==> config.mk <==
export PLATFORM = sky130hd
export DESIGN_NAME = submaster_wr_client_flat
export DESIGN_NICKNAME = d
export VERILOG_FILES = /design/src/rtl/submaster_wr_client_pkg.sv /design/src/rtl/submaster_wr_client_if.sv /design/src/rtl/submaster_wr_client_beat_ctr.sv /design/src/rtl/submaster_wr_client.sv /design/src/flat_wrapper.sv
export SDC_FILE = /design/constraint.sdc
export NUM_CORES = 1
export LEC_CHECK = 0
export CAP_MARGIN = 20
export CORE_AREA = 2 2 85 103
export CTS_BUF_LIST = sky130_fd_sc_hd__clkbuf_4 sky130_fd_sc_hd__clkbuf_8
export CTS_CLUSTER_SIZE = 10
export DETAILED_ROUTE_END_ITERATION = 8
export DIE_AREA = 0 0 87 105
export PLACE_DENSITY = 0.79
export RECOVER_POWER = 100
export SYNTH_ARGS = -nofsm -noshare
export SYNTH_HDL_FRONTEND = slang
export SYNTH_SLANG_ARGS = --single-unit
==> constraint.sdc <==
create_clock -name clk -period 1.5 [get_ports clk]
set_clock_uncertainty 0.1 [all_clocks]
set_input_delay 0.3 -clock clk [delete_from_list [all_inputs] [get_ports clk]]
set_output_delay 0.3 -clock clk [all_outputs]
set_load 0.01 [all_outputs]
==> src/rtl/submaster_wr_client_pkg.sv <==
// ----------------------------------------------------------------------------
// submaster_wr_client_pkg
// Shared definitions for the submaster write client:
//   - wr_state_t      : FSM state encoding (ST_ABORT only reachable when the
//                       SUBMASTER_WR_GRANT_TMO_EN build option is defined)
//   - axi_resp_t      : AXI BRESP type
//   - AXI_BURST_INCR  : AWBURST code for incrementing bursts
//   - RESP_*          : AXI response codes
//   - axi_size()      : AWSIZE encoding for a given data bus width
// ----------------------------------------------------------------------------
package submaster_wr_client_pkg;

    typedef enum logic [2:0] {
        ST_IDLE  = 3'd0,
        ST_REQ   = 3'd1,
        ST_AW    = 3'd2,
        ST_W     = 3'd3,
        ST_B     = 3'd4,
        ST_DONE  = 3'd5,
        ST_ABORT = 3'd6
    } wr_state_t;

    typedef logic [1:0] axi_resp_t;

    localparam logic [1:0] AXI_BURST_INCR = 2'b01;

    localparam axi_resp_t RESP_OKAY   = 2'b00;
    localparam axi_resp_t RESP_EXOKAY = 2'b01;
    localparam axi_resp_t RESP_SLVERR = 2'b10;
    localparam axi_resp_t RESP_DECERR = 2'b11;

    // AWSIZE is log2 of the number of bytes per beat; the data width is a
    // power of two between 8 and 1024 bits, so at most 128 bytes (code 7).
    function automatic logic [2:0] axi_size(input int unsigned data_w);
        int unsigned bytes;
        logic [2:0]  size;
        bytes = data_w / 8;
        size  = 3'd0;
        for (int i = 0; i < 8; i++) begin
            if ((32'd1 << i) == bytes) begin
                size = 3'(i);
            end
        end
        return size;
    endfunction

endpackage

==> src/rtl/submaster_wr_client_if.sv <==
// ----------------------------------------------------------------------------
// submaster_wr_client_if
// AXI write channels (AW, W, B) shared between a submaster write client and
// the AXI interconnect.
//   Parameters : ADDR_W, DATA_W, LEN_W
//   AW         : awaddr, awlen, awsize, awburst, awvalid / awready
//   W          : wdata, wstrb, wlast, wvalid / wready
//   B          : bresp, bvalid / bready
//   Modports   : master (client side), slave (interconnect / memory side)
// ----------------------------------------------------------------------------
interface submaster_wr_client_if
    import submaster_wr_client_pkg::*;
#(
    parameter int ADDR_W = 32,
    parameter int DATA_W = 32,
    parameter int LEN_W  = 8
);

    logic [ADDR_W-1:0]   awaddr;
    logic [LEN_W-1:0]    awlen;
    logic [2:0]          awsize;
    logic [1:0]          awburst;
    logic                awvalid;
    logic                awready;

    logic [DATA_W-1:0]   wdata;
    logic [DATA_W/8-1:0] wstrb;
    logic                wlast;
    logic                wvalid;
    logic                wready;

    axi_resp_t           bresp;
    logic                bvalid;
    logic                bready;

    modport master (
        output awaddr, awlen, awsize, awburst, awvalid,
        input  awready,
        output wdata, wstrb, wlast, wvalid,
        input  wready,
        input  bresp, bvalid,
        output bready
    );

    modport slave (
        input  awaddr, awlen, awsize, awburst, awvalid,
        output awready,
        input  wdata, wstrb, wlast, wvalid,
        output wready,
        output bresp, bvalid,
        input  bready
    );

endinterface

==> src/rtl/submaster_wr_client_beat_ctr.sv <==
// ----------------------------------------------------------------------------
// submaster_wr_beat_ctr
// Holds the latched burst length and counts W beats of the current burst.
//   clk, resetn : clock, async active-low reset
//   load        : latch load_len and restart the beat count
//   load_len    : burst length (beats-1) to latch
//   inc         : one W beat accepted
//   clear       : burst finished, return count to zero
//   len         : latched burst length (drives AWLEN)
//   beat        : current beat index
//   last        : current beat is the final beat (beat == len)
// ----------------------------------------------------------------------------
module submaster_wr_beat_ctr #(
    parameter int LEN_W = 8
) (
    input  logic             clk,
    input  logic             resetn,
    input  logic             load,
    input  logic [LEN_W-1:0] load_len,
    input  logic             inc,
    input  logic             clear,
    output logic [LEN_W-1:0] len,
    output logic [LEN_W-1:0] beat,
    output logic             last
);

    logic [LEN_W-1:0] len_q;
    logic [LEN_W-1:0] beat_q;

    // The counter is the same width as the length field; the final beat is
    // detected by equality and clears the count, so a maximum-length burst
    // reaches its last beat exactly at the all-ones value and never wraps.
    always_ff @(posedge clk or negedge resetn) begin
        if (!resetn) begin
            len_q  <= '0;
            beat_q <= '0;
        end else begin
            if (load) begin
                len_q <= load_len;
            end
            if (load || clear) begin
                beat_q <= '0;
            end else if (inc) begin
                beat_q <= beat_q + 1'b1;
            end
        end
    end

    assign len  = len_q;
    assign beat = beat_q;
    assign last = (beat_q == len_q);

endmodule

==> src/rtl/submaster_wr_client.sv <==
// ----------------------------------------------------------------------------
// submaster_wr_client
// Submaster-side client of the 8-way write arbiter. Accepts one local write
// request, asks the arbiter for the bus (start), waits for the one-cycle
// grant pulse, runs one AXI INCR write burst (AW, W beats, B) and pulses
// xfer_done so the arbiter returns to idle.
//
// Build option: SUBMASTER_WR_GRANT_TMO_EN
//   When defined, the grant wait is bounded by GRANT_TMO cycles; on expiry
//   start drops and a one-cycle ABORT state resolves a late grant race.
//   When undefined, the client waits for grant indefinitely and tmo is 0.
//
// Ports:
//   clk, resetn     : clock, async active-low reset
//   req_valid/ready : local write request handshake (ready only in IDLE)
//   req_addr/len    : burst start address, beats-1
//   src_data/valid  : local write data stream
//   src_ready       : a data beat was consumed
//   start / grant   : arbiter request / one-cycle grant pulse
//   xfer_done, resp : one-cycle completion pulse, captured BRESP
//   tmo             : one-cycle grant-timeout pulse
//   busy            : FSM not idle
//   axi             : AXI write channels (master modport)
// ----------------------------------------------------------------------------
module submaster_wr_client
    import submaster_wr_client_pkg::*;
#(
    parameter int ADDR_W    = 32,
    parameter int DATA_W    = 32,
    parameter int LEN_W     = 8,
    parameter int GRANT_TMO = 1024
) (
    input  logic                 clk,
    input  logic                 resetn,
    input  logic                 req_valid,
    output logic                 req_ready,
    input  logic [ADDR_W-1:0]    req_addr,
    input  logic [LEN_W-1:0]     req_len,
    input  logic [DATA_W-1:0]    src_data,
    input  logic                 src_valid,
    output logic                 src_ready,
    output logic                 start,
    input  logic                 grant,
    output logic                 xfer_done,
    output axi_resp_t            resp,
    output logic                 tmo,
    output logic                 busy,
    submaster_wr_client_if.master axi
);

    localparam logic [2:0] AW_SIZE = axi_size(DATA_W);

    wr_state_t         state;
    wr_state_t         state_nxt;
    logic [ADDR_W-1:0] addr_q;
    axi_resp_t         resp_q;
    logic [LEN_W-1:0]  len_q;
    logic [LEN_W-1:0]  beat;
    logic              last;
    logic              ctr_load;
    logic              w_hs;

    assign ctr_load = (state == ST_IDLE) && req_valid;
    assign w_hs     = (state == ST_W) && src_valid && axi.wready;

    submaster_wr_beat_ctr #(
        .LEN_W (LEN_W)
    ) u_beat_ctr (
        .clk      (clk),
        .resetn   (resetn),
        .load     (ctr_load),
        .load_len (req_len),
        .inc      (w_hs),
        .clear    (w_hs && last),
        .len      (len_q),
        .beat     (beat),
        .last     (last)
    );

`ifdef SUBMASTER_WR_GRANT_TMO_EN
    localparam int TMO_W = (GRANT_TMO > 1) ? $clog2(GRANT_TMO) : 1;

    logic [TMO_W-1:0] tmo_cnt;
    logic             tmo_hit;
    logic             aborted_q;

    // Grant-wait counter: runs only while requesting, restarts on every
    // entry to REQ. It never wraps because REQ is left when it hits the limit.
    always_ff @(posedge clk or negedge resetn) begin
        if (!resetn) begin
            tmo_cnt <= '0;
        end else if (state == ST_REQ) begin
            tmo_cnt <= tmo_cnt + 1'b1;
        end else begin
            tmo_cnt <= '0;
        end
    end

    assign tmo_hit = (tmo_cnt == TMO_W'(GRANT_TMO - 1));

    // Remembers that DONE was reached through a late grant in ABORT, so the
    // timeout is reported together with the completion pulse.
    always_ff @(posedge clk or negedge resetn) begin
        if (!resetn) begin
            aborted_q <= 1'b0;
        end else begin
            aborted_q <= (state == ST_ABORT) && grant;
        end
    end

    assign tmo = ((state == ST_ABORT) && !grant) || ((state == ST_DONE) && aborted_q);
`else
    assign tmo = 1'b0;
`endif

    // State, request address and captured response registers.
    always_ff @(posedge clk or negedge resetn) begin
        if (!resetn) begin
            state  <= ST_IDLE;
            addr_q <= '0;
            resp_q <= RESP_OKAY;
        end else begin
            state <= state_nxt;
            if (ctr_load) begin
                addr_q <= req_addr;
            end
            if ((state == ST_B) && axi.bvalid) begin
                resp_q <= axi.bresp;
            end
`ifdef SUBMASTER_WR_GRANT_TMO_EN
            else if ((state == ST_ABORT) && grant) begin
                resp_q <= RESP_SLVERR;
            end
`endif
        end
    end

    // Next-state and handshake decode. All outputs are decoded from the
    // registered state, so start rises the cycle after acceptance and falls
    // on the same edge that consumes the grant. A grant seen in any state
    // other than REQ/ABORT has no effect.
    always_comb begin
        state_nxt   = state;
        req_ready   = 1'b0;
        start       = 1'b0;
        axi.awvalid = 1'b0;
        axi.wvalid  = 1'b0;
        axi.wlast   = 1'b0;
        src_ready   = 1'b0;
        axi.bready  = 1'b0;
        xfer_done   = 1'b0;

        case (state)
            ST_IDLE: begin
                req_ready = 1'b1;
                if (req_valid) begin
                    state_nxt = ST_REQ;
                end
            end
            ST_REQ: begin
                start = 1'b1;
                if (grant) begin
                    state_nxt = ST_AW;
                end
`ifdef SUBMASTER_WR_GRANT_TMO_EN
                else if (tmo_hit) begin
                    state_nxt = ST_ABORT;
                end
`endif
            end
            ST_AW: begin
                axi.awvalid = 1'b1;
                if (axi.awready) begin
                    state_nxt = ST_W;
                end
            end
            ST_W: begin
                axi.wvalid = src_valid;
                axi.wlast  = last;
                src_ready  = axi.wready;
                if (w_hs && last) begin
                    state_nxt = ST_B;
                end
            end
            ST_B: begin
                axi.bready = 1'b1;
                if (axi.bvalid) begin
                    state_nxt = ST_DONE;
                end
            end
            ST_DONE: begin
                xfer_done = 1'b1;
                state_nxt = ST_IDLE;
            end
`ifdef SUBMASTER_WR_GRANT_TMO_EN
            ST_ABORT: begin
                state_nxt = grant ? ST_DONE : ST_IDLE;
            end
`endif
            default: begin
                state_nxt = ST_IDLE;
            end
        endcase
    end

    assign axi.awaddr  = addr_q;
    assign axi.awlen   = len_q;
    assign axi.awsize  = AW_SIZE;
    assign axi.awburst = AXI_BURST_INCR;
    assign axi.wdata   = src_data;
    assign axi.wstrb   = '1;

    assign resp = resp_q;
    assign busy = (state != ST_IDLE);

endmodule

==> src/flat_wrapper.sv <==
// flat-port wrapper written by rule: the top's interface ports become plain ports
module submaster_wr_client_flat import submaster_wr_client_pkg::*;
#(
    parameter int ADDR_W    = 32,
    parameter int DATA_W    = 32,
    parameter int LEN_W     = 8,
    parameter int GRANT_TMO = 1024
)
  (clk, resetn, req_valid, req_ready, req_addr, req_len, src_data, src_valid, src_ready, start, grant, xfer_done, resp, tmo, busy, axi_awaddr, axi_awlen, axi_awsize, axi_awburst, axi_awvalid, axi_awready, axi_wdata, axi_wstrb, axi_wlast, axi_wvalid, axi_wready, axi_bresp, axi_bvalid, axi_bready);
  submaster_wr_client_if #(.ADDR_W(ADDR_W), .DATA_W(DATA_W), .LEN_W(LEN_W)) axi_i ();
  input  logic clk;
  input  logic resetn;
  input  logic req_valid;
  output logic req_ready;
  input  logic [ADDR_W-1:0] req_addr;
  input  logic [LEN_W-1:0] req_len;
  input  logic [DATA_W-1:0] src_data;
  input  logic src_valid;
  output logic src_ready;
  output logic start;
  input  logic grant;
  output logic xfer_done;
  output axi_resp_t resp;
  output logic tmo;
  output logic busy;
  output wire logic [$bits(axi_i.awaddr)-1:0] axi_awaddr;
  output wire logic [$bits(axi_i.awlen)-1:0] axi_awlen;
  output wire logic [$bits(axi_i.awsize)-1:0] axi_awsize;
  output wire logic [$bits(axi_i.awburst)-1:0] axi_awburst;
  output wire logic [$bits(axi_i.awvalid)-1:0] axi_awvalid;
  input wire logic [$bits(axi_i.awready)-1:0] axi_awready;
  output wire logic [$bits(axi_i.wdata)-1:0] axi_wdata;
  output wire logic [$bits(axi_i.wstrb)-1:0] axi_wstrb;
  output wire logic [$bits(axi_i.wlast)-1:0] axi_wlast;
  output wire logic [$bits(axi_i.wvalid)-1:0] axi_wvalid;
  input wire logic [$bits(axi_i.wready)-1:0] axi_wready;
  input wire logic [$bits(axi_i.bresp)-1:0] axi_bresp;
  input wire logic [$bits(axi_i.bvalid)-1:0] axi_bvalid;
  output wire logic [$bits(axi_i.bready)-1:0] axi_bready;
  assign axi_awaddr = axi_i.awaddr;
  assign axi_awlen = axi_i.awlen;
  assign axi_awsize = axi_i.awsize;
  assign axi_awburst = axi_i.awburst;
  assign axi_awvalid = axi_i.awvalid;
  assign axi_i.awready = axi_awready;
  assign axi_wdata = axi_i.wdata;
  assign axi_wstrb = axi_i.wstrb;
  assign axi_wlast = axi_i.wlast;
  assign axi_wvalid = axi_i.wvalid;
  assign axi_i.wready = axi_wready;
  assign axi_i.bresp = axi_bresp;
  assign axi_i.bvalid = axi_bvalid;
  assign axi_bready = axi_i.bready;
  submaster_wr_client #(.ADDR_W(ADDR_W), .DATA_W(DATA_W), .LEN_W(LEN_W), .GRANT_TMO(GRANT_TMO)) u_core (.clk(clk), .resetn(resetn), .req_valid(req_valid), .req_ready(req_ready), .req_addr(req_addr), .req_len(req_len), .src_data(src_data), .src_valid(src_valid), .src_ready(src_ready), .start(start), .grant(grant), .xfer_done(xfer_done), .resp(resp), .tmo(tmo), .busy(busy), .axi(axi_i));
endmodule
* Yosys cells after proc, flatten, opt, wreduce, memory -nomap -nowiden
Index checks and enable logic that the tools add are counted.
Storage, ports and cells: word-level logic and storage cells 43, input port bits 82, output and inout port bits 93, bits in registers 53
Operators by class: muxes and demuxes 16, add/subtract/negate cells 1, equal/unequal tests 11, reduce and logical (&&, ||, !) cells 10
Operators with widths (number):
- 2-to-1 mux 8 bit | 2
- 2-to-1 mux 3 bit | 5
- one-hot mux 3 bit (5 select lines) | 1
- inequality test 2 bit, second input constant | 5
- adder 8 x 1 -> 8 bit, second input constant | 1
- equality test 8 bit | 1
- 2-to-1 mux 1 bit | 8
- equality test 3 x 2 -> 1 bit, second input constant | 2
- equality test 3 bit, second input constant | 2
- logical AND 1 bit | 5
- AND reduction 5 bit | 1
- equality test 3 x 1 -> 1 bit, second input constant | 1
- zero test 3 bit | 1
- nonzero test 3 bit | 1
- nonzero test 2 bit | 1
- logical OR 1 bit | 1

* Depth between registers and ports, before layout
Gate-level depths: netlist of run 1.
depth in word-level cells 6, mapped depth 7, mapped depth without buffers 4

* Hierarchy
A second synthesis of run 1 with hierarchy kept.
Unflattened totals: cells, all modules 216, area total of the unflattened synthesis 2805.2 µm²
By module, submodules not included:
- submaster_wr_client | cells each 150, times used 1, seq. area each 925.9 µm², area an instance 2029.4 µm²
- submaster_wr_beat_ctr | cells each 66, times used 1, seq. area each 400.4 µm², area an instance 775.7 µm²

* Worst setup path before layout of run 1
Ideal clock, no wire load.
path kind register -> register, from register u_core.state[1], to register u_core.u_beat_ctr.len_q[0], in the netlist u_core.u_beat_ctr.len[0], setup time 65 ps, buffers on the path 3, required time 1335 ps, path slack -94 ps, stages on the path, launching flop included 8, period minus slack after synthesis 1594 ps, arrival time 1429 ps, cells stage by stage dfrtp_1 buf_6 nor3_1 and2_1 buf_2 buf_4 nand2_1 nand2_1
On the way: word-level cells in the longest chain between the ends 2
Ends and longest elaborated chain:
- start: declaration | line submaster_wr_client.sv:53 | wr_state_t state;
- start signal: assignment | line submaster_wr_client.sv:123 | state <= state_nxt;
- zero test 3 bit | line submaster_wr_client.sv:63 | assign ctr_load = (state == ST_IDLE) && req_valid;
- logical AND 1 bit | line submaster_wr_client.sv:63
- end signal: assignment | line submaster_wr_client_beat_ctr.sv:39 | len_q <= load_len;
- end: declaration | line submaster_wr_client_beat_ctr.sv:27 | logic [LEN_W-1:0] len_q;
No other way between the ends. A chain may end at the register's enable or synchronous reset.

* Worst setup path in the final report of run 1
from register u_core.u_beat_ctr.len_q[5], in the netlist u_core.u_beat_ctr.len[5], to output axi_wlast
On the way: word-level cells in the longest chain between the ends 2
Ends and longest elaborated chain:
- equality test 8 bit | line submaster_wr_client_beat_ctr.sv:51 | assign last = (beat_q == len_q);
- 2-to-1 mux 1 bit | line submaster_wr_client.sv:153 | case (state)
- end: declaration | line flat_wrapper.sv:34 | output wire logic [$bits(axi_i.wlast)-1:0] axi_wlast;
No other way between the ends.

==> results by group, run 1 <==
Routing
  • Final wirelength: 7740 um
  • Via count: 2,442
  • Via density: 4.72
  • Routed Antenna Nets: 0
  • Pre-antenna DRT Iters: 4
  • DRC: 0
  • 1st-iter DRT viols: 106
  • Routed len/inst: 15.0 um

Timing
  • Slew @ Worst Pin: 724 ps
  • Ratio of final minimum period to clock period: 1.28
  • Min cycle time layout: 1910 ps
  • Max transition margin: 0.517
  • Fin. Hold Viols: 0
  • Highest clock rate: 523 MHz
  • Pins Over Slew Limit: 0
  • Setup-failing EPs final: 61
  • RSZ-0062 raised after global routing: yes
  • Final WS setup: -413 ps

Logic synthesis
  • Synth warnings: 0
  • Mean post-synth cell area: 8.94 um^2
  • Number of enable flip-flop cells after synthesis: 0
  • Seq cells post-synth: 53
  • Commonest register cell after synthesis: dfrtp_1
  • Synthesized area: 2690 um^2
  • Post-synth cell types: 31
  • Sequential share of the synthesized area: 0.493
  • Syn Inst Count: 301
  • Fraction of registers with async set or reset after synthesis: 1.00

Power and ir drop
  • Final Total Pwr: 0.00676 W
  • VDD IR-drop max: 809 uV
  • Leakage power: 2.23 nW
  • Power Density: 1510 nW/um^2

Worst hold path
  • Hold path start: u_core.axi.awaddr[11]
  • Hold depth: 2
  • Hold WC Path Type: reg -> reg

Placement
  • DP Wirelength: 4630 um
  • Dpl cells: 477
  • Gp weighted congestion: 0.856
  • Number of port buffers: 100

Floorplan
  • Die width: 87 um
  • Die H: 105 um
  • Site Rows: 36
  • Core footprint: 8060 um^2
  • Starting Density: 0.334
  • Ports: 175
  • Die ar.: 9140 um^2

Clocking
  • CTS tree: yes
  • Longest Clk Path Bufs: 2
  • Root Driver: clkbuf_8
  • CTS Buf Count: 5
  • Clock transition at path regs: 100 ps
  • CTS Sinks: 53
  • Worst-Skew Late Latency: 300 ps
  • Max H-tree Level: 2

Global routing
  • Antenna violations before repair: 0
  • Total GRT Usage: 0.162
  • First-pass GRT wire length: 11,800 um
  • Vias in the first global route: 2,433
  • Grt ovf: 0
  • Largest net degree at the start of global routing: 54

Critical path
  • Worst setup endpoint: axi_wlast
  • R2r endpoint: u_core.axi.awaddr[20]
  • Setup crit end kind: output pin
  • R2R setup slack: -380 ps
  • Worst EP arrival: 1510 ps
  • Worst R2R Path Depth: 7
  • Critical Path Start Type: register
  • Crit path required time: 1100 ps
  • Critical Path Fanout Max: 2
  • Worst r2r src: u_core.state[1]
  • Worst setup startpoint: u_core.u_beat_ctr.len[5]
  • WS Path Type: reg -> out

Final layout
  • Antenna diode count: 0
  • Final non-filler cell total: 517
  • Final #Nets: 504
  • Share of post-route cells with drive strength above 1: 0.419
  • Layout area overhead: 66.1%

Run status
  • Failing checks: negative setup slack
  • Status: finished with violations

Run
  • Max_cap viols: 0
critical path, stage by stage, from the launching register on:
cell     delay [ps]
dfrtp_1         410
xnor2_1         180
nand4_1         150
nor2_2          150
and4b_1         190
buf_2           140
cells in the mapped netlist, drive strengths merged, types with 3 or more instances:
| cell type | instances | area, um^2 |
|---|---|---|
| dfrtp | 53 | 1330 |
| nand2 | 126 | 475 |
| and4b | 3 | 30.0 |
| o21ai | 3 | 15.0 |
| and3 | 3 | 18.8 |
| nor3 | 6 | 35.0 |
| mux2 | 5 | 56.3 |
| nand4 | 6 | 37.5 |
| nor2 | 6 | 22.5 |
| and2 | 3 | 18.8 |
| a21oi | 3 | 15.0 |
| buf | 55 | 430 |
| nand3 | 5 | 25.0 |
| xnor2 | 8 | 70.1 |
cell type report:
class	instances	area, um^2
Clock buffer	8	91.3
Sequential cell	53	1330
Inverter	2	7.51
Tap cell	95	119
Fill cell	694	3590
Timing Repair Buffer	160	1570
Multi-Input combinational cell	199	1350
sequential cells by signal (all words and copies together) (netlist names):
signal,flops
u_core.axi.awaddr,32
u_core.u_beat_ctr.beat,8
u_core.u_beat_ctr.len,8
u_core.state,3
u_core.resp,2
power breakdown:
| group | total (W) | internal, W | leakage (nW) | switching, W |
|---|---|---|---|---|
| Clock | 0.000842 | 0.000388 | 0.0498 | 0.000454 |
| Combinational | 0.00347 | 0.00190 | 1.50 | 0.00157 |
| Sequential | 0.00245 | 0.00199 | 0.679 | 0.000460 |
per-layer routing:
metal	vias to the layer above	wire (um)	global-route usage
met5	-	0	0
met4	0	175	0.0547
met3	22	402	0.0276
met2	94	4240	0.290
met1	1180	2930	0.191
li1	1146	-	-
worst min-delay path by stage:
| stage | to | slack (ps) |
|---|---|---|
| 2_1_floorplan | u_core.axi.awaddr[0] | -100 |
| 3_3_place_gp | u_core.resp[1] | 210 |
| 3_5_place_dp | u_core.resp[0] | 220 |
| 4_1_cts | u_core.axi.awaddr[5] | 370 |
| 5_1_grt | u_core.axi.awaddr[17] | 410 |
| 6_report | u_core.axi.awaddr[11] | 390 |
cell families after synthesis:
kind of cell	share of synthesized area
AND/OR/NAND/NOR	0.262
buffers and inverters	0.164
flip-flops	0.493
XOR/XNOR	0.0325
AO/OA/AOI/OAI	0.0163
multiplexers	0.0246
other	0.00279
adder cells (fa/ha/maj)	0.00465
placed cells by master, fill, tap and decap left out, types with 3 or more instances in the layout:
cell             count
and4b_1              3
buf_12               6
buf_16               3
buf_2                7
buf_4               27
buf_6               25
clkbuf_1             4
clkbuf_2             3
clkbuf_4             4
clkbuf_8             5
clkdlybuf4s50_1     48
conb_1              10
dfrtp_1             50
dfrtp_2              3
dlygate4sd2_1       34
mux2_4               5
nand2_1             62
nand2_2             42
nand2_4             22
nand3_1              3
nand4_1              6
nor2_2               3
nor3_2               4
o21ai_0              3
xnor2_1              8
per-stage QoR:
step,util,cell area (um^2),worst slack [ps],hold slack (ps),TNS [ps]
after floorplan,-,2730,-59.7,-95.6,-2070
after global placement,0.456,3670,-525,210,-22070
after detailed placement,0.456,3670,-555,216,-22880
after CTS,0.520,4190,-480,370,-17660
after global routing,0.554,4470,-483,406,-20270
final,0.554,4470,-413,389,-18000
timing repair:
item,in CTS,in global routing
hold buffers,1,0
buffers inserted,26,8
endpoints found under the hold margin,53,0
gates resized for setup,160,97
pin swaps,30,60
setup endpoints to repair,104,69
gates cloned,5,1
Power figures use the tool's default switching activity.
==> run 2, diff against run 1 <==
--- a/config.mk
+++ b/config.mk
@@ -6,13 +6,14 @@
 export NUM_CORES = 1
 export LEC_CHECK = 0
 export CAP_MARGIN = 20
-export CORE_AREA = 2 2 85 103
+export CORE_AREA = 2 2 86 105
 export CTS_BUF_LIST = sky130_fd_sc_hd__clkbuf_4 sky130_fd_sc_hd__clkbuf_8
 export CTS_CLUSTER_SIZE = 10
 export DETAILED_ROUTE_END_ITERATION = 8
-export DIE_AREA = 0 0 87 105
+export DIE_AREA = 0 0 88 107
 export PLACE_DENSITY = 0.79
 export RECOVER_POWER = 100
 export SYNTH_ARGS = -nofsm -noshare
 export SYNTH_HDL_FRONTEND = slang
+export SYNTH_HIERARCHICAL = 1
 export SYNTH_SLANG_ARGS = --single-unit
==> results by group, run 2 <==
Global routing
  • Largest net degree at the start of global routing: 30 (was 54)
  • Total GRT Usage: 0.135 (was 0.162)
  • Vias in the first global route: 2,060 (was 2,433)
  • Met3 track demand over resource: 0.0354 (was 0.0276)
  • First-pass GRT wire length: 9930 um (was 11,800 um)
  • Grt met1 use: 0.158 (was 0.191)
  • Grt ovf: 0 (unchanged)
  • Antenna violations before repair: 0 (unchanged)
  • GRT busiest layer: met2 (unchanged)
  • Routing usage on met2: 0.237 (was 0.290)

Final layout
  • Layout area overhead: 46.6% (was 66.1%)
  • Core Util, Final: 0.491 (was 0.554)
  • Share of post-route cells with drive strength above 1: 0.412 (was 0.419)
  • Final #Nets: 407 (was 504)
  • Most frequent cells in the layout: dfrtp_1, clkdlybuf4s50_1, mux2_4 (was nand2_1, dfrtp_1, clkdlybuf4s50_1)
  • Commonest non-fill, non-tap cell in the layout: dfrtp_1 (was nand2_1)
  • Finished Cell Area: 4110 um^2 (was 4470 um^2)
  • Largest register FFs: 32 (unchanged)
  • Antenna diode count: 0 (unchanged)

Power and ir drop
  • VDD IR-drop max: 685 uV (was 809 uV)
  • Power Density: 1610 nW/um^2 (was 1510 nW/um^2)
  • Leakage power: 1.94 nW (was 2.23 nW)

Placement
  • Gp weighted congestion: 0.782 (was 0.856)
  • Placed Area: 3850 um^2 (was 3670 um^2)
  • Number of port buffers: 100 (unchanged)
  • DP Wirelength: 4710 um (was 4630 um)

Floorplan
  • Die ar.: 9420 um^2 (was 9140 um^2)
  • Ports: 175 (unchanged)
  • Site Rows: 37 (was 36)
  • Starting Density: 0.335 (was 0.334)
  • Core footprint: 8380 um^2 (was 8060 um^2)
  • Die H: 107 um (was 105 um)
  • Die width: 88 um (was 87 um)

Clocking
  • Clock transition at path regs: 100 ps (about the same)
  • CTS Sinks: 53 (unchanged)
  • Root Driver: clkbuf_8 (unchanged)
  • Worst-Skew Late Latency: 300 ps (about the same)
  • CTS Buf Count: 5 (unchanged)
  • Longest Clk Path Bufs: 2 (unchanged)
  • CTS tree: yes (unchanged)
  • Max H-tree Level: 2 (unchanged)

Critical path
  • R2R setup slack: -520 ps (was -380 ps)
  • Worst EP arrival: 2160 ps (was 1510 ps)
  • Critical Path Fanout Max: 4 (was 2)
  • Critical path's slowest cell: dfrtp_1 (unchanged)
  • Number of buffers and inverters on the critical path: 1 (unchanged)
  • Setup crit end kind: register (was output pin)
  • CP top delay family: simple AND/OR/NAND/NOR gates (unchanged)
  • WS Path Type: reg -> reg (was reg -> out)
  • Worst path cell trace: xnor2_2 > nand4_1 > nor2_2 > buf_4 > and4_4 > nor3_4 > or4_1 > a21oi_1 (was xnor2_1 > nand4_1 > nor2_2 > and4b_1 > buf_2)
  • Crit path required time: 1640 ps (was 1100 ps)
  • Critical Path Start Type: register (unchanged)
  • Worst path max stage delay: 420 ps (was 410 ps)

Timing
  • Min cycle time layout: 2020 ps (was 1910 ps)
  • RSZ-0062 raised after global routing: yes (unchanged)
  • Pins Over Slew Limit: 0 (unchanged)
  • Highest clock rate: 494 MHz (was 523 MHz)
  • Final WS setup: -524 ps (was -413 ps)
  • Setup-failing EPs final: 62 (was 61)
  • Slew @ Worst Pin: 701 ps (was 724 ps)
  • Ratio of final minimum period to clock period: 1.35 (was 1.28)
  • Fin. Hold Viols: 0 (unchanged)
  • Max transition margin: 0.533 (was 0.517)

Run status
  • Failing checks: negative setup slack (unchanged)
  • Status: finished with violations (unchanged)

Run
  • Max_cap viols: 0 (unchanged)

Logic synthesis
  • Synth warnings: 6 (was 0)
  • Synthesized area: 2810 um^2 (was 2690 um^2)
  • Post-synth cell types: 39 (was 31)
  • Fraction of registers with async set or reset after synthesis: 1.00 (unchanged)
  • Top cell type's share of synthesized area: 0.473 (was 0.493)
  • Most frequent cells after synthesis: dfrtp_1, buf_4, mux2_4, mux2_2, xnor2_1 (was nand2_1, dfrtp_1, buf_4, xnor2_1)
  • Synth area leader: dfrtp_1 (unchanged)
  • Top cells by area, synth: dfrtp_1, mux2_4, buf_4 (was dfrtp_1, nand2_1, buf_4)
  • Sequential share of the synthesized area: 0.473 (was 0.493)
  • Seq cells post-synth: 53 (unchanged)
  • Syn Inst Count: 216 (was 301)
  • Number of enable flip-flop cells after synthesis: 0 (unchanged)
  • Mean post-synth cell area: 13.0 um^2 (was 8.94 um^2)
  • Most numerous cell in the Yosys netlist: dfrtp_1 (was nand2_1)
  • Commonest register cell after synthesis: dfrtp_1 (unchanged)

Routing
  • Final wirelength: 6390 um (was 7740 um)
  • Routed Antenna Nets: 0 (unchanged)
  • Via density: 4.40 (was 4.72)
  • 1st-iter DRT viols: 51 (was 106)
  • Via count: 1,947 (was 2,442)
  • Pre-antenna DRT Iters: 4 (unchanged)
  • DRC: 0 (unchanged)
  • Routed len/inst: 14.5 um (was 15.0 um)

Worst hold path
  • Hold WC Path Type: reg -> reg (unchanged)
[run 2: repair_timing]
item	CTS	global route
setup endpoints to repair	104	70
hold endpoints to repair	53	0
setup buffers	12	7
hold buffers	1	0
pin swaps	17	8
resized for setup	132	32
[run 2: final cells by class]
class / count / area, um^2
multi-input combinational: 118 / 1250
inverter: 2 / 10.0
fill: 752 / 4270
sequential: 53 / 1330
clock inverter: 3 / 25.0
clock buffer: 5 / 68.8
timing repair buffer: 144 / 1290
tap: 117 / 146
[run 2: cell families (layout without fill, tap and decap cells)]
group / Yosys count / count (layout) / share of synthesized area
AO/OA/AOI/OAI: 12 / 12 / 0.0263
XOR/XNOR: 11 / 11 / 0.0343
flip-flops: 53 / 53 / 0.473
multiplexers: 44 / 44 / 0.215
other: 2 / 10 / 0.00268
AND/OR/NAND/NOR: 40 / 40 / 0.0905
adder cells (fa/ha/maj): 1 / 1 / 0.00446
buffers and inverters: 53 / 154 / 0.154
[run 2: through the flow]
stage                     setup TNS [ps]  setup WS [ps]  cells  hold WS (ps)  total power, W
after floorplan                   -19470           -699    224         -95.6         0.00407
after global placement            -17800           -468    423           210         0.00575
after detailed placement          -19370           -518    423           222         0.00587
after CTS                         -24820           -529    443           412         0.00665
after global routing              -28820           -634    442           427         0.00707
final                             -24310           -524    442           411         0.00661
[run 2: worst register-to-register path, cell delays in order, from the launching register on]
cell,delay [ps]
dfrtp_1,420
xnor2_2,170
nand4_1,140
nor2_2,170
buf_4,130
and4_4,230
nor3_4,60
or4_1,410
a21oi_1,130
[run 2: final timing paths]
kind	startpoint	end	depth (start not counted)
worst max-delay path	u_core/u_beat_ctr/beat[2]	u_core/u_beat_ctr/beat[7]	8
worst min-delay path	u_core/axi.awaddr[15]	u_core/axi.awaddr[15]	1
worst max register to register	u_core/u_beat_ctr/beat[2]	u_core/u_beat_ctr/beat[7]	8
worst min register to register	u_core/axi.awaddr[15]	u_core/axi.awaddr[15]	1
max in group asynchronous	resetn	u_core/axi.awaddr[15]	3
min in group asynchronous	resetn	u_core/axi.awaddr[28]	3
[run 2: metal layers]
metal / routed length (um) / up-vias
met5: 0 / -
met4: 36 / 0
met3: 470 / 10
met2: 3390 / 97
met1: 2500 / 939
li1: - / 901
[run 2: power breakdown]
part,total [W],internal [W],switching (W),leakage (nW)
clock,0.000823,0.000338,0.000486,0.0447
sequential,0.00241,0.00205,0.000367,0.674
combinational,0.00337,0.00205,0.00132,1.22
total,0.00661,0.00444,0.00217,1.94
==> run 3, diff against run 2 <==
--- a/config.mk
+++ b/config.mk
@@ -11,7 +11,7 @@
 export CTS_CLUSTER_SIZE = 10
 export DETAILED_ROUTE_END_ITERATION = 8
 export DIE_AREA = 0 0 88 107
-export PLACE_DENSITY = 0.79
+export PLACE_DENSITY = 0.77
 export RECOVER_POWER = 100
 export SYNTH_ARGS = -nofsm -noshare
 export SYNTH_HDL_FRONTEND = slang
==> results by group, run 3 (synthesis results as in run 2) <==
Final layout
  • Area occupied by multi-input gates: 1200 um^2 (was 1250 um^2)
  • Commonest non-fill, non-tap cell in the layout: dfrtp_1 (unchanged)
  • Antenna diode count: 0 (unchanged)
  • Fill cells: 768 (was 752)
  • Final #Nets: 419 (was 407)
  • Layout area overhead: 52.4% (was 46.6%)
  • Most frequent cells in the layout: dfrtp_1, clkdlybuf4s50_1, mux2_4 (unchanged)
  • Largest register FFs: 32 (unchanged)
  • Register area: 1330 um^2 (unchanged)
  • Share of post-route cells with drive strength above 1: 0.409 (was 0.412)

Power and ir drop
  • VDD IR-drop max: 712 uV (was 685 uV)
  • Leakage power: 2.02 nW (was 1.94 nW)
  • Power Density: 1520 nW/um^2 (was 1610 nW/um^2)
  • Final Total Pwr: 0.00652 W (was 0.00661 W)

Routing
  • 1st-iter DRT viols: 20 (was 51)
  • Pre-antenna DRT Iters: 5 (was 4)
  • Via density: 4.39 (was 4.40)
  • Via count: 1,993 (was 1,947)
  • Final wirelength: 6640 um (was 6390 um)
  • DRC: 0 (unchanged)
  • Routed len/inst: 14.6 um (was 14.5 um)
  • Routed Antenna Nets: 0 (unchanged)

Critical path
  • Worst R2R Path Depth: 8 (unchanged)
  • Worst EP arrival: 2180 ps (was 2160 ps)
  • Critical Path Start Type: register (unchanged)
  • Critical Path Fanout Max: 5 (was 4)
  • Crit path required time: 1630 ps (was 1640 ps)
  • Worst path max stage delay: 410 ps (was 420 ps)
  • WS Path Type: reg -> reg (unchanged)
  • Crit. path cell count: 8 (unchanged)
  • Number of buffers and inverters on the critical path: 1 (unchanged)
  • Setup crit end kind: register (unchanged)
  • Worst path cell trace: xnor2_1 > nand4_1 > nor2_2 > buf_4 > and4_4 > nor3_4 > or4_1 > a21oi_1 (was xnor2_2 > nand4_1 > nor2_2 > buf_4 > and4_4 > nor3_4 > or4_1 > a21oi_1)
  • CP top delay family: simple AND/OR/NAND/NOR gates (unchanged)
  • Critical path's slowest cell: or4_1 (was dfrtp_1)

Placement
  • DP Wirelength: 4580 um (was 4710 um)
  • Number of port buffers: 100 (unchanged)
  • Gp weighted congestion: 0.785 (was 0.782)

Timing
  • Pins Over Slew Limit: 0 (unchanged)
  • Fin. Hold Viols: 0 (unchanged)
  • Ratio of final minimum period to clock period: 1.36 (was 1.35)
  • Highest clock rate: 489 MHz (was 494 MHz)
  • Setup-failing EPs final: 62 (unchanged)
  • Final WS setup: -546 ps (was -524 ps)
  • Min cycle time layout: 2050 ps (was 2020 ps)
  • Max transition margin: 0.549 (was 0.533)
  • Hold_ws: 410 ps (was 411 ps)
  • RSZ-0062 raised after global routing: yes (unchanged)
  • Slew @ Worst Pin: 677 ps (was 701 ps)

Floorplan
  • Core footprint: 8380 um^2 (unchanged)
  • Ports: 175 (unchanged)
  • Site Rows: 37 (unchanged)
  • Die H: 107 um (unchanged)
  • Starting Density: 0.335 (unchanged)
  • Die ar.: 9420 um^2 (unchanged)
  • Die width: 88 um (unchanged)

Worst hold path
  • Hold depth: 1 (unchanged)
  • Hold WC Path Type: reg -> reg (unchanged)

Clocking
  • Root Driver: clkbuf_8 (unchanged)
  • Clock transition at path regs: 100 ps (about the same)
  • Max H-tree Level: 2 (unchanged)
  • Longest Clk Path Bufs: 2 (unchanged)
  • CTS Sinks: 53 (unchanged)
  • CTS tree: yes (unchanged)
  • Worst-Skew Late Latency: 300 ps (about the same)
  • CTS Buf Count: 5 (unchanged)

Global routing
  • First-pass GRT wire length: 10,100 um (was 9930 um)
  • Largest net degree at the start of global routing: 29 (was 30)
  • Total GRT Usage: 0.135 (about the same)
  • Antenna violations before repair: 0 (unchanged)
  • Vias in the first global route: 2,172 (was 2,060)
  • Grt ovf: 0 (unchanged)

Run status
  • Failing checks: negative setup slack (unchanged)
  • Status: finished with violations (unchanged)

Run
  • Max_cap viols: 0 (unchanged)
[run 3: changes by cell type in the layout (fill, tap and decap cells not counted), moves of 2 or more]
cell	previous run	this run
buf_16	0	2
buf_6	18	20
and2_1	1	3
nor2_1	0	2
and2_4	4	2
buf_12	2	7
[run 3: area by class of cell]
| type | instances | share of cell area |
|---|---|---|
| inverter | 2 | 0.00234 |
| clock inverter | 3 | 0.00498 |
| tap | 117 | 0.0342 |
| sequential | 53 | 0.310 |
| timing repair buffer | 156 | 0.352 |
| multi-input combinational | 118 | 0.280 |
| clock buffer | 5 | 0.0161 |
[run 3: power breakdown]
| part | total (W) | switching (W) | internal, W |
|---|---|---|---|
| Clock | 0.000813 | 0.000480 | 0.000332 |
| Sequential | 0.00240 | 0.000352 | 0.00205 |
| Combinational | 0.00331 | 0.00129 | 0.00202 |
[run 3: metrics by stage]
step | util | instance area, um^2 | setup TNS, ps | setup WS (ps) | std cells
final | 0.510 | 4280 | -22240 | -546 | 454
after global routing | 0.510 | 4280 | -25450 | -655 | 454
after global placement | 0.458 | 3840 | -18730 | -489 | 422
after floorplan | - | 2880 | -19470 | -699 | 224
after detailed placement | 0.458 | 3840 | -19950 | -571 | 422
after CTS | 0.509 | 4260 | -20700 | -515 | 452
[run 3: what timing repair did]
action,in CTS,in global routing
hold buffers,1,0
setup endpoints to repair,104,70
resized for setup,134,20
pin swaps,16,7
setup buffers,19,7
cloned,3,1
endpoints found under the hold margin,53,0
[run 3: final timing paths]
path	slack [ps]	to	from
setup / recovery	-550	u_core/u_beat_ctr/beat[5]	u_core/u_beat_ctr/beat[4]
hold / removal	410	u_core/axi.awaddr[24]	u_core/axi.awaddr[24]
setup reg to reg	-550	u_core/u_beat_ctr/beat[5]	u_core/u_beat_ctr/beat[4]
hold reg to reg	410	u_core/axi.awaddr[24]	u_core/axi.awaddr[24]
max in group asynchronous	290	u_core/axi.awaddr[8]	resetn
min in group asynchronous	560	u_core/u_beat_ctr/len[5]	resetn
[run 3: metal layers]
layer | global-route usage | share of wire | vias up | routed length, um
met5 | 0 | 0 | - | 0
met4 | 0.0418 | 0.013 | 0 | 85
met3 | 0.0285 | 0.062 | 11 | 415
met2 | 0.251 | 0.54 | 91 | 3570
met1 | 0.150 | 0.39 | 971 | 2570
li1 | - | - | 920 | -
[run 3: worst register-to-register path, cell delays in order, from the launching register on]
cell and delay [ps]:
dfrtp_1 400, xnor2_1 180, nand4_1 150, nor2_2 150
buf_4 140, and4_4 250, nor3_4 60, or4_1 410
a21oi_1 150
==> variant 1: new RTL, config.mk and constraints of run 3 <==
Encoding of `wr_state_t`: now one-hot (7 bits for 7 states).
--- a/src/rtl/submaster_wr_client_pkg.sv
+++ b/src/rtl/submaster_wr_client_pkg.sv
@@ -11,12 +11,12 @@
 package submaster_wr_client_pkg;
 
-    typedef enum logic [2:0] {
-        ST_IDLE  = 3'd0,
-        ST_REQ   = 3'd1,
-        ST_AW    = 3'd2,
-        ST_W     = 3'd3,
-        ST_B     = 3'd4,
-        ST_DONE  = 3'd5,
-        ST_ABORT = 3'd6
+    typedef enum logic [6:0] {
+        ST_IDLE  = 7'b0000001,
+        ST_REQ   = 7'b0000010,
+        ST_AW    = 7'b0000100,
+        ST_W     = 7'b0001000,
+        ST_B     = 7'b0010000,
+        ST_DONE  = 7'b0100000,
+        ST_ABORT = 7'b1000000
     } wr_state_t;
 
Formal check against the unedited RTL: same outputs for any inputs over 10 cycles, from zero or initial values and one cycle with resetn low; not proved beyond that.
==> variant 1 against run 3 <==
  * The run still ends with setup timing left
  * Setup slack got worse by 0.15 ns
  * Cell area rose by 8.5%
  * Critical path depth did not move
  * Synthesized area rose by 5.6%
  * Clock power rose by 2%
  * Fmax fell by 6.7%
  * Sequential cell count rose by 3
  * Cell count rose by 8.4%
  * Count of clock-buffer cells in the layout did not move
  * Global-route usage rose by 2.2 points
  * Routed wire length rose by 14%
  * First-iteration DRC count rose by 40%
  * Total power rose by 25%
  * Largest power group unchanged
==> variant 1: results (changes against run 3) <==
* Syn Area/Cell at 12.7 µm² (-2.1%)
* Largest net degree at the start of global routing at 57 (+97%)
* Post-DRT Antenna Nets at 0 (unchanged)
* Initial DRC count at 28 (+40%)
* CTS root buf: clkbuf_8
* Ratio of cells with drive above 1 in the final layout at 0.448 (+0.0385)
* Tot GR Track Use at 0.157 (+0.0218)
* Hold Path Stages at 1 (unchanged)
* Pre-CTS setup slack at -0.629 ns (-0.0573 ns)
* Final setup vio count at 65 (+4.8%)
* Maximum VDD drop at 1.06 mV (+49%)
* Pleak at 2.18 nW (+8.0%)
* First-pass GRT wire length at 11,400 µm (+13%)
* Fillers at 722 (-6.0%)
* Worst R2R Path Depth at 8 (unchanged)
* Synth top cells by count: dfrtp_1, buf_4, mux2_4
* WL per Instance at 15.3 µm (+4.8%)
* Worst reg2reg endpoint: u_core/u_beat_ctr/beat[5]
* Diodes inserted at 0 (unchanged)
* Final HPWL DP at 4810 µm (+5.1%)
* Status: finished with violations
* CP arrival at 2.33 ns (+0.15 ns)
* Hold Path End: u_core/axi.awaddr[10]
* Vias after detailed routing at 2,220 (+11%)
* Post-placement cell count at 446 (+5.7%)
* Sequential power at 2.57 mW (+7%)
* Max reg flops at 32 (unchanged)
* GP Congestion at 0.791 (+0.79%)
* Vias in the first global route at 2,367 (+9.0%)
* Register Area at 1410 µm² (+6.2%)
* Switching Fraction at 0.327 (+0.00163)
* Clk_lat worst skew at 0.31 ns
* Nets at 457 (+9.1%)
* Slew HR at 0.475 (-0.0737)
* Num CTS Buffers at 5 (unchanged)
* Initial antenna violation count at 0 (unchanged)
* Clock group at 0.830 mW (+2%)
* Yosys warnings at 6 (unchanged)
* Top cells by area, synth: dfrtp_1, mux2_4, buf_4
* DRC at 0 (unchanged)
* Post-synthesis cell type count at 44 (+13%)
* Finished Layout Cells at 492 (+8.4%)
* Final TNS setup at -36.85 ns (-14.61 ns)
* Worst R2R Start: u_core/state[4]
* PnR worst setup slack at -0.692 ns (-0.146 ns)
* Logic power comb at 4.74 mW (+43%)
* Clock transition at path regs at between 0.1 and 0.15 ns
* Sequential fraction of the synthesis area at 0.474 (+0.000803)
* H-Tree Depth at 2 (unchanged)
* HP Class: flip-flop to flip-flop
* TritonRoute pass-1 iters at 4 (-1)
* Failing checks: setup timing
* Min-delay src: u_core/axi.awaddr[10]
* Crit path max fanout at 6 (+1)
[variant 1: changes by cell type after synthesis, moves of 2 or more]
cell      change
o21ai_0       +6
nand2_1       +2
and3b_2       -2
clkbuf_1      -2
dfrtp_1       +2
nor4_1        +2
inv_1         +4
nand3b_1      +3
[variant 1: kinds of logic after synthesis]
logic type / after synthesis / synth area share
buffers and inverters: 56 / 0.150
AND/OR/NAND/NOR: 44 / 0.0976
adder cells (fa/ha/maj): 1 / 0.00422
multiplexers: 43 / 0.199
flip-flops: 56 / 0.474
XOR/XNOR: 12 / 0.0355
other: 2 / 0.00254
AO/OA/AOI/OAI: 19 / 0.0376
[variant 1: per-layer routing]
| layer | vias up | share of wire | track usage |
|---|---|---|---|
| li1 | 1032 | - | - |
| met1 | 1082 | 0.39 | 0.175 |
| met2 | 94 | 0.53 | 0.280 |
| met3 | 12 | 0.062 | 0.0446 |
| met4 | 0 | 0.017 | 0.0538 |
| met5 | - | 0 | 0 |
[variant 1: metrics by stage]
stage / utilization / hold slack [ns] / instance area (µm²)
2_1_floorplan: - / -0.0956 / 3060
3_3_place_gp: 0.488 / 0.222 / 4090
3_5_place_dp: 0.488 / 0.231 / 4090
4_1_cts: 0.549 / 0.417 / 4600
5_1_grt: 0.554 / 0.422 / 4640
6_report: 0.554 / 0.412 / 4640
[variant 1: how the worst max path moves through the flow]
stage | startpoint | to | slack (ns) | cells past startpoint
floorplan | u_core/state[2] | u_core/u_beat_ctr/beat[5] | -0.79 | 11
global placement | u_core/state[4] | u_core/u_beat_ctr/beat[7] | -0.54 | 7
detailed placement | u_core/state[4] | u_core/u_beat_ctr/beat[5] | -0.63 | 7
CTS | u_core/state[4] | u_core/u_beat_ctr/beat[5] | -0.64 | 8
global route | u_core/state[4] | u_core/u_beat_ctr/beat[5] | -0.75 | 8
finish | u_core/state[4] | u_core/u_beat_ctr/beat[5] | -0.69 | 8
[variant 1: timing repair]
item                                    in CTS  in global routing
setup buffers                               30                 11
hold buffers                                 1                  0
endpoints found under the setup margin     106                 71
gates cloned                                 4                  0
pin swaps                                   13                  9
gates resized for setup                    144                 18
endpoints found under the hold margin       55                  0
[variant 1: worst max-delay path, cell delays in order (launching register included)]
cell and delay [ns]:
dfrtp_2 0.45, nor4_4 0.28, and3b_2 0.25, buf_6 0.10
and3_4 0.17, and2_4 0.15, nor3_4 0.05, or4_4 0.43
a21oi_2 0.13
[variant 1: final cells by class]
| class | instances | share of cell area |
|---|---|---|
| repair buffers | 175 | 0.354 |
| multi-input cells | 130 | 0.285 |
| clock buffers | 5 | 0.0148 |
| clock inverters | 3 | 0.00513 |
| inverters | 6 | 0.00540 |
| flip-flops and latches | 56 | 0.304 |
| well taps | 117 | 0.0316 |
==> variant 2: new RTL, flow settings as in run 3 <==
Without the edit above. The option `SUBMASTER_WR_GRANT_TMO_EN` is turned on by a define.
--- a/src/rtl/submaster_wr_client.sv
+++ b/src/rtl/submaster_wr_client.sv
@@ -23,4 +23,6 @@
 //   axi             : AXI write channels (master modport)
 // ----------------------------------------------------------------------------
+`define SUBMASTER_WR_GRANT_TMO_EN
+
 module submaster_wr_client
     import submaster_wr_client_pkg::*;
Formal check against the unedited RTL: same outputs for any inputs over 10 cycles, from zero or initial values and one cycle with resetn low; that may be too few to reach the edited logic, so the function may still have changed.
==> variant 2 against run 3 <==
  * The flow still finishes with violations (setup timing)
  * Sequential cell count is 11 higher
  * Critical path depth decreased by 1
  * Cell area up 21%
  * Routed wire length rose by 29%
  * Clock power rose by 98%
  * Setup slack improved by 0.0084 ns
  * Synthesized area grew 19%
  * Sequential power grew 17%
  * Global-route usage rose by 3.4 points
  * Total power is 47% higher
==> variant 2: results (changes against run 3) <==
* Final HPWL DP at 5470 µm (+20%)
* Vias after detailed routing at 2,543 (+28%)
* Switching Fraction at 0.322 (-0.00264)
* PnR worst setup slack at -0.537 ns (+0.00842 ns)
* Status: finished with violations
* Drt via density at 4.73 (+7.7%)
* Slew HR at 0.469 (-0.0796)
* Pre-CTS setup slack at -0.623 ns (-0.0513 ns)
* First-pass GRT wire length at 12,300 µm (+22%)
* Sequential fraction of the synthesis area at 0.479 (+0.00589)
* CP arrival at 2.15 ns (-0.03 ns)
* Largest net degree at the start of global routing at 65 (+120%)
* Mapped Cells at 276 (+28%)
* Tot GR Track Use at 0.168 (+0.0335)
* Port buffer count at 101 (+1.0%)
* Clk_lat worst skew at 0.33 ns (+0.03 ns)
* Num CTS Buffers at 9 (+4)
* CTS-repair resized insts at 136 (+1.5%)
* Final setup vio count at 62 (unchanged)
* Ratio of cells with drive above 1 in the final layout at 0.432 (+0.0228)
* Vias in the first global route at 2,625 (+21%)
* Clock transition at path regs at 0.07 ns (-0.03 ns)
* Failing checks: setup timing
* Post-placement cell count at 493 (+17%)
* Post-synthesis cell type count at 46 (+18%)
## variant 2: cell count changes after synthesis, sizes merged, moves of 3 or more
cell   change
a21oi      +7
and3       +6
dfrtp     +11
inv        +3
nand2      +4
nand3      +5
nor2       +5
o21ai      +4
o31ai      +3
or4        +3
## variant 2: per-layer routing
layer	up-vias	wire [µm]	track usage
met1	1237	3460	0.191
met4	0	171	0.0879
met2	97	4450	0.286
li1	1194	-	-
met5	-	0	0
met3	15	458	0.0431
## variant 2: cell families (layout without fill, tap and decap cells)
group / count (synthesis) / after routing / share of synthesized area
flip-flops: 64 / 64 / 0.479
AND/OR/NAND/NOR: 63 / 64 / 0.110
buffers and inverters: 57 / 194 / 0.133
multiplexers: 43 / 43 / 0.176
AO/OA/AOI/OAI: 31 / 31 / 0.0557
XOR/XNOR: 14 / 14 / 0.0366
adder cells (fa/ha/maj): 2 / 2 / 0.00748
other: 2 / 9 / 0.00224
## variant 2: stage by stage
stage	hold WS [ns]	area (µm²)	utilization
floorplan	-0.0956	3430	-
global placement	0.238	4480	0.535
detailed placement	0.241	4480	0.535
CTS	0.407	4870	0.581
global route	0.412	5180	0.618
finish	0.405	5180	0.618
## variant 2: path summary, 6_finish.rpt
check                                 startpoint  slack (ns)                    end  cells past startpoint
max                              u_core/state[1]       -0.54  u_core/axi.awaddr[23]                      7
min                        u_core/axi.awaddr[27]        0.40  u_core/axi.awaddr[27]                      1
max reg2reg                      u_core/state[1]       -0.54  u_core/axi.awaddr[23]                      7
min reg2reg                u_core/axi.awaddr[27]        0.40  u_core/axi.awaddr[27]                      1
max in group asynchronous                 resetn        0.14      u_core/tmo_cnt[3]                      3
min in group asynchronous                 resetn        0.58   u_core/axi.awaddr[9]                      3
## variant 2: layout make-up
type / count / share of cell area
Timing Repair Buffer: 173 / 0.314
Sequential cell: 64 / 0.310
Multi-Input combinational cell: 163 / 0.301
Tap cell: 117 / 0.0283
Clock buffer: 10 / 0.0254
Clock inverter: 6 / 0.0162
Inverter: 5 / 0.00556
## variant 2: power groups by stage
| stage | combinational, mW | clock (mW) | sequential (mW) |
|---|---|---|---|
| floorplan | 2.16 | 0 | 3.07 |
| global placement | 4.31 | 0 | 2.79 |
| detailed placement | 4.38 | 0 | 2.83 |
| CTS | 4.57 | 1.65 | 2.79 |
| global route | 5.51 | 1.71 | 2.87 |
| finish | 5.19 | 1.61 | 2.80 |
## variant 2: worst max-delay path, delay by kind of cell (launching register included)
family / cells / cell delay [ns]
buf+inv: 4 / 0.49
simple gates: 2 / 0.58
flops: 1 / 0.45
mux: 1 / 0.30
